`src/rtl/regfile_sb.sv`:
```
// Integer register file with per-register busy scoreboard, write-to-read bypass
// and a combinational RAW/WAW issue stall for the pipelined core.
module regfile_sb #(
    parameter int XLEN  = 32,
    parameter int NREGS = 32,
    parameter int NRD   = 2,
    localparam int AW   = $clog2(NREGS)
) (
    input  logic                clk,
    input  logic                rst,
    input  logic [NRD*AW-1:0]   rd_addr,
    output logic [NRD*XLEN-1:0] rd_data,
    output logic [NRD-1:0]      rd_busy,
    input  logic                iss_valid,
    input  logic [NRD-1:0]      iss_src_use,
    input  logic                iss_wb,
    input  logic [AW-1:0]       iss_rd,
    output logic                iss_stall,
    input  logic                wb_en,
    input  logic [AW-1:0]       wb_addr,
    input  logic [XLEN-1:0]     wb_data,
    output logic [NREGS-1:0]    busy_vec
);

    logic [XLEN-1:0]  regs [NREGS];
    logic [NREGS-1:0] busy;
    logic [NREGS-1:0] busy_nxt;
    logic             wb_live;
    logic             waw;
    logic             iss_accept;

    assign wb_live = wb_en && (wb_addr != '0);

    // A port being written back this cycle sees the new data and is never busy.
    always_comb begin
        rd_data = '0;
        rd_busy = '0;
        for (int i = 0; i < NRD; i++) begin
            if (rd_addr[i*AW +: AW] != '0) begin
                if (wb_en && (wb_addr == rd_addr[i*AW +: AW])) begin
                    rd_data[i*XLEN +: XLEN] = wb_data;
                end else begin
                    rd_data[i*XLEN +: XLEN] = regs[rd_addr[i*AW +: AW]];
                    rd_busy[i]              = busy[rd_addr[i*AW +: AW]];
                end
            end
        end
    end

    assign waw = iss_wb && (iss_rd != '0) && busy[iss_rd]
                 && !(wb_en && (wb_addr == iss_rd));

    assign iss_stall  = iss_valid && ((|(iss_src_use & rd_busy)) || waw);
    assign iss_accept = iss_valid && !iss_stall;

    // Clear first, then set, so an accepted issue wins over a same-address writeback.
    always_comb begin
        busy_nxt = busy;
        if (wb_live) begin
            busy_nxt[wb_addr] = 1'b0;
        end
        if (iss_accept && iss_wb && (iss_rd != '0)) begin
            busy_nxt[iss_rd] = 1'b1;
        end
        busy_nxt[0] = 1'b0;
    end

    always_ff @(posedge clk or negedge rst) begin
        if (!rst) begin
            busy <= '0;
        end else begin
            busy <= busy_nxt;
        end
    end

    always_ff @(posedge clk or negedge rst) begin
        if (!rst) begin
            for (int r = 0; r < NREGS; r++) begin
                regs[r] <= '0;
            end
        end else if (wb_live) begin
            regs[wb_addr] <= wb_data;
        end
    end

    assign busy_vec = busy;

endmodule

```
`config.mk`:
```
export PLATFORM = sky130hd
export DESIGN_NAME = regfile_sb
export DESIGN_NICKNAME = d
export VERILOG_FILES = /design/src/rtl/regfile_sb.sv
export SDC_FILE = /design/constraint.sdc
export NUM_CORES = 2
export LEC_CHECK = 0
export BUFFER_PORTS_ARGS = -buffer_cell sky130_fd_sc_hd__buf_2
export CAP_MARGIN = 20
export CORE_MARGIN = 2
export CORE_UTILIZATION = 65
export DETAILED_ROUTE_END_ITERATION = 8
export PLACE_DENSITY_LB_ADDON = 0.12
export SLEW_MARGIN = 10
export SYNTH_ARGS = -nofsm -noshare
export SYNTH_HDL_FRONTEND = slang
export SYNTH_SLANG_ARGS = --single-unit
export TNS_END_PERCENT = 50
```
`constraint.sdc`:
```
create_clock -name clk -period 8.8 [get_ports clk]
set_clock_uncertainty 0.1 [all_clocks]
set_input_delay 1.32 -clock clk [delete_from_list [all_inputs] [get_ports clk]]
set_output_delay 1.32 -clock clk [all_outputs]
set_load 0.05 [all_outputs]
```
### Yosys cells after proc, flatten, opt, wreduce, memory -nomap -nowiden

Cells that the tools add are included.

| storage, ports and cells | value |
|---|---|
| memory bits (writable) | 0 |
| register bits after elaboration | 1055 |
| bits in latches | 0 |
| memories kept | 0 |
| input bits | 59 |
| logic and storage cells | 104 |
| memory bits (read-only) | 0 |

| cells by class | value |
|---|---|
| multipliers | 0 |
| divide/modulo/power cells | 0 |
| multiplexer cells | 29 |
| shift-type cells | 0 |
| reduce and logical (&&, ||, !) cells | 22 |
| $add $sub $neg | 0 |
| $lt $le $gt $ge | 10 |
| equal/unequal tests | 3 |
| bitwise operators | 7 |

Operators by type and width:

| cell | number |
|---|---|
| $bwmux W1024 | 1 |
| $mux W32 | 11 |
| $bmux W32 S5 | 2 |
| $demux W32 S5 | 1 |
| $and A32 B32 Y32 | 1 |
| $not A32 Y32 | 1 |
| $or A32 B32 Y32 | 1 |
| $lt A5 B6 Y1 const B | 4 |
| $reduce_bool A5 Y1 | 4 |
| $ge A6 B6 Y1 const B | 3 |
| $not A5 Y6 | 3 |
| $bmux W1 S5 | 3 |
| $eq A5 B5 Y1 | 3 |
| $logic_and A1 B1 Y1 | 14 |
| $demux W1 S5 | 2 |
| $ge A5 B1 Y1 const B | 2 |
| $mux W1 | 9 |
| $lt A6 B1 Y1 const B | 1 |
| $and A2 B2 Y2 | 1 |
| $logic_not A1 Y1 | 2 |
| $reduce_or A2 Y1 | 1 |
| $logic_or A1 B1 Y1 | 1 |

### Depth between registers and ports, before layout

| depth | value |
|---|---|
| word-level depth | 13 |
| gate-level depth with buffers | 12 |
| gate-level depth less buffers | 6 |

### Worst setup path before layout

Ideal clock, no wire load.

| timing | value |
|---|---|
| path type | input-to-output |
| start | input rd_addr[6] |
| end | output rd_data[45] |
| cell stages on the path | 8 |
| data required time | 7.380 ns |
| arrival | 3.972 ns |
| path buffers | 4 |
| path slack | 3.408 ns |
| cells stage by stage | buf_2 buf_2 buf_2 buf_1 mux4_2 mux4_2 mux2i_1 a211oi_1 |

| on the way | value |
|---|---|
| word-level cells in the longest chain between the ends | 6 |

Ends and longest elaborated chain:

| what | RTL line | text |
|---|---|---|
| start, declared | 11 | `input logic [NRD*AW-1:0] rd_addr,` |
| $not A5 Y6 (implied by the code) | 43 | `rd_data[i*XLEN +: XLEN] = regs[rd_addr[i*AW +: AW]];` |
| $bmux W32 S5 | 43 |  |
| $mux W32 (implied by the code) (2 in a row) | 43 |  |
| $mux W32 | 40 | `if (wb_en && (wb_addr == rd_addr[i*AW +: AW])) begin` |
| $mux W32 * | 39 | `if (rd_addr[i*AW +: AW] != '0) begin` |
| end, declared | 12 | `output logic [NRD*XLEN-1:0] rd_data,` |

Every way passes the cells marked *; elsewhere a longest branch is shown, timed or not. The select of a mux whose other input is x is not followed.

### Worst setup path in the final report

| timing | value |
|---|---|
| start | input rd_addr[7] |
| end | output iss_stall |

| on the way | value |
|---|---|
| word-level cells in the longest chain between the ends | 8 |

Ends and longest elaborated chain:

| what | RTL line | text |
|---|---|---|
| $bmux W1 S5 or $eq A5 B5 Y1 (tied branches) | 44, 40 |  |
| $mux W1 (implied by the code) or $logic_and A1 B1 Y1 (tied branches) | 44, 40 |  |
| $mux W1 | 40 |  |
| $mux W1 * | 39 |  |
| $and A2 B2 Y2 * | 53 | `assign iss_stall = iss_valid && ((\|(iss_src_use & rd_busy)) \|\| waw);` |
| $reduce_or A2 Y1 * | 53 |  |
| $logic_or A1 B1 Y1 * | 53 |  |
| $logic_and A1 B1 Y1 * | 53 |  |
| end, declared | 18 | `output logic iss_stall,` |

Marked as above.

==> results.py <==
metrics = {
    "synth": {
        "netlist_area_um2": 57600,
        "synth.most_common_cell": "dfrtp_1",
        "syn_nets": 3804,
        "ys_ff_latch": 1055,
        "synth_top_cells_by_area": "dfrtp_1 46%, mux4_2 22%, mux2_2 20%, mux2i_1 2.7%, clkbuf_1 1.6%",
        "synth.distinct_cells": 58,
        "synthArstFlopShare_pct": 100,
        "synth_commonest_cells": "1055 x dfrtp_1, 1000 x mux2_2, 567 x mux4_2",
        "yosysTopAreaCell": "dfrtp_1",
        "yosysSeqAreaShare_pct": 45.8,
        "ys_warn_count": 0,
        "synthFlopType": "dfrtp_1",
        "syn_inst": 3745,
        "synth_area_per_cell_um2": 15.4,
        "synth_edf_count": 0,
        "yosys.area.top_type_share_pct": 45.8,
    },
    "global_routing": {
        "gr-total-overflow": 0,
        "grt_pass1_wl_um": 256000,
        "grt_max_degree": 173,
        "grt_usage_pct": 38.4,
        "grt_pass1_vias": 38800,
        "antenna_found_initial": 5,
    },
    "worst_setup_path": {
        "arrival_ps": 5020,
        "rrSetupSlack_ps": 5870,
        "path_cells": "buf_4 > xor2_1 > nor4_1 > nand3_4 > and4b_1 > a21o_1 > buf_16 > o21a_1 > buf_2",
        "r2r_start": "busy_vec[29]",
        "startpoint_type": "input port",
        "cp_slowest_stage_delay_ps": 770,
        "critPathCaptureType": "primary output",
        "rr_endpoint": "busy_vec[22]",
        "criticalPathCategory": "input port to primary output",
        "crit_required_ps": 7380,
        "cp_max_fo": 44,
        "worst_path_max_delay_cell": "nand3_4",
        "reg2reg_depth": 7,
    },
    "timing": {
        "rsz0062_at_grt": "no",
        "slew_headroom_pct": 22.8,
        "hold_slack_ps": 292,
        "drv_slew": 0,
        "hold_viol_final": 0,
        "setup_viol": 0,
        "fin_crit_sh_pct": 73.1,
        "fmax_ghz": 0.155,
        "fin_crit_ps": 6440,
        "finalSetupTns_ps": 0,
        "worst_pin_slew_ps": 1160,
    },
    "run_status": {
        "status": "finished clean",
    },
    "hold_path": {
        "hold_depth": 0,
        "min-delay-start": "regs[993]",
        "hold_class": "flop to flop",
        "hold_path_end": "regs[993]",
    },
    "clock_network": {
        "clkTransAtPathRegs_ps": 50,
        "cts.path.max_buffers": 3,
        "post_cts_buffers": 0,
        "numCtsBuffers": 112,
        "cts_tree": "done",
        "postCtsResizedCells": 0,
        "numClockSinks": 1055,
        "clk_latency_ps": 700,
        "h-tree-depth": 3,
        "ctsHoldBuffers": 0,
        "cts_root_buf": "clkbuf_16",
    },
    "detailed_routing": {
        "wl_um": 171000,
        "first_iter_violations": 3733,
        "drc_errors": 0,
        "via_count": 37000,
        "vias_per_cell": 7.56,
        "ant_nets": 0,
        "avgRoutedWirePerCell_um": 34.8,
        "drt_pass1_iterations": 7,
    },
    "die": {
        "rows": 109,
        "die_x_um": 302,
        "die_y_um": 302,
        "dieArea_um2": 91100,
        "coreArea_um2": 88100,
        "io_pins": 158,
        "start_util_pct": 65.4,
    },
    "finish": {
        "syn_to_final_growth_pct": 8.83,
        "multi_input_area_um2": 29300,
        "final_area_um2": 62700,
        "fin_nets": 3691,
        "fillCellCount": 5558,
        "drive_gt1_share_pct": 54.5,
        "seq_area_um2": 26400,
        "post-route-util_pct": 71.2,
    },
    "job": {
        "cap_violations": 0,
    },
    "power": {
        "peakVddDrop_uv": 210,
        "p_per_area_nw_per_um2": 240,
        "power_leakage_nw": 27.2,
        "power_mw": 15.1,
    },
    "placed_design": {
        "placed_area_um2": 58600,
        "gp_congestion": 0.897,
        "numPortBuffers": 156,
        "post-dp-hpwl_um": 90800,
    },
}
==> layout make-up <==
| cell class | instances | share of cell area [%] |
|---|---|---|
| antenna | 2 | 0.00798 |
| inverter | 7 | 0.0539 |
| sequential | 1055 | 42.1 |
| timing repair buffer | 221 | 2.37 |
| tap | 1165 | 2.32 |
| multi-input combinational | 2235 | 46.7 |
| clock buffer | 160 | 5.29 |
| clock inverter | 50 | 1.17 |
==> worst max path at each step <==
| stage | start | to | slack [ps] | cells past startpoint |
|---|---|---|---|---|
| global placement | rd_addr[7] | iss_stall | 2340 | 8 |
| finish | rd_addr[7] | iss_stall | 2360 | 9 |
| floorplan | rd_addr[6] | rd_data[45] | 3410 | 8 |
| detailed placement | rd_addr[7] | iss_stall | 2320 | 8 |
| CTS | rd_addr[7] | iss_stall | 2310 | 8 |
| global route | rd_addr[1] | rd_data[0] | 2310 | 10 |
==> power breakdown <==
part / internal (mW) / total [mW] / leakage [nW] / switching, mW
logic: 1.85 / 3.40 / 11.7 / 1.55
clock network: 3.12 / 5.16 / 2.00 / 2.04
registers: 5.77 / 6.49 / 13.5 / 0.722
total: 10.7 / 15.1 / 27.2 / 4.31
==> logic make-up (layout without fill, tap and decap cells) <==
group                     Yosys count  after routing  synth area share, %
muxes                            1738           1738                 45.0
DFF                              1055           1055                 45.8
buffers and inverters             455            438                 3.78
AOI/OAI and AO/OA                 242            242                 3.17
and+or+nand+nor                   239            239                 1.98
xor gates and xnor gates           15             15                0.228
other                               1              3              0.00651
==> cells in the final DEF, fill, tap and decap left out, drive strengths merged, types with 30 or more instances in the layout <==
master  count
mux4      580
o31ai      32
nand3      30
mux2i     158
a211oi     63
dfrtp    1055
buf       221
a221oi     46
clkbuf    160
nand2      56
mux2     1000
nor2       86
==> critical path, delay by kind of cell <==
family          cells  cell delay, ps
compound gates      2             620
buf+inv             3            1130
xor+xnor            1             150
simple gates        3            1780
==> registers in the layout, indices dropped and copies added, names as in the netlist <==
name and count:
busy_vec 31, regs 1024
==> metrics by stage <==
step	cells	setup WS (ps)
2_1_floorplan	3745	3410
3_3_place_gp	4682	2340
3_5_place_dp	4682	2320
4_1_cts	4892	2310
5_1_grt	4894	2310
6_report	4895	2360
==> metal layers <==
metal | track usage (%) | up-vias | part of all wire [%]
li1 | - | 14400 | -
met1 | 51.9 | 20000 | 38
met2 | 59.8 | 2137 | 48
met3 | 9.72 | 529 | 9.6
met4 | 17.2 | 4 | 4.9
met5 | 0 | - | 0.011
Note: power is estimated with default switching activity, not from simulation.
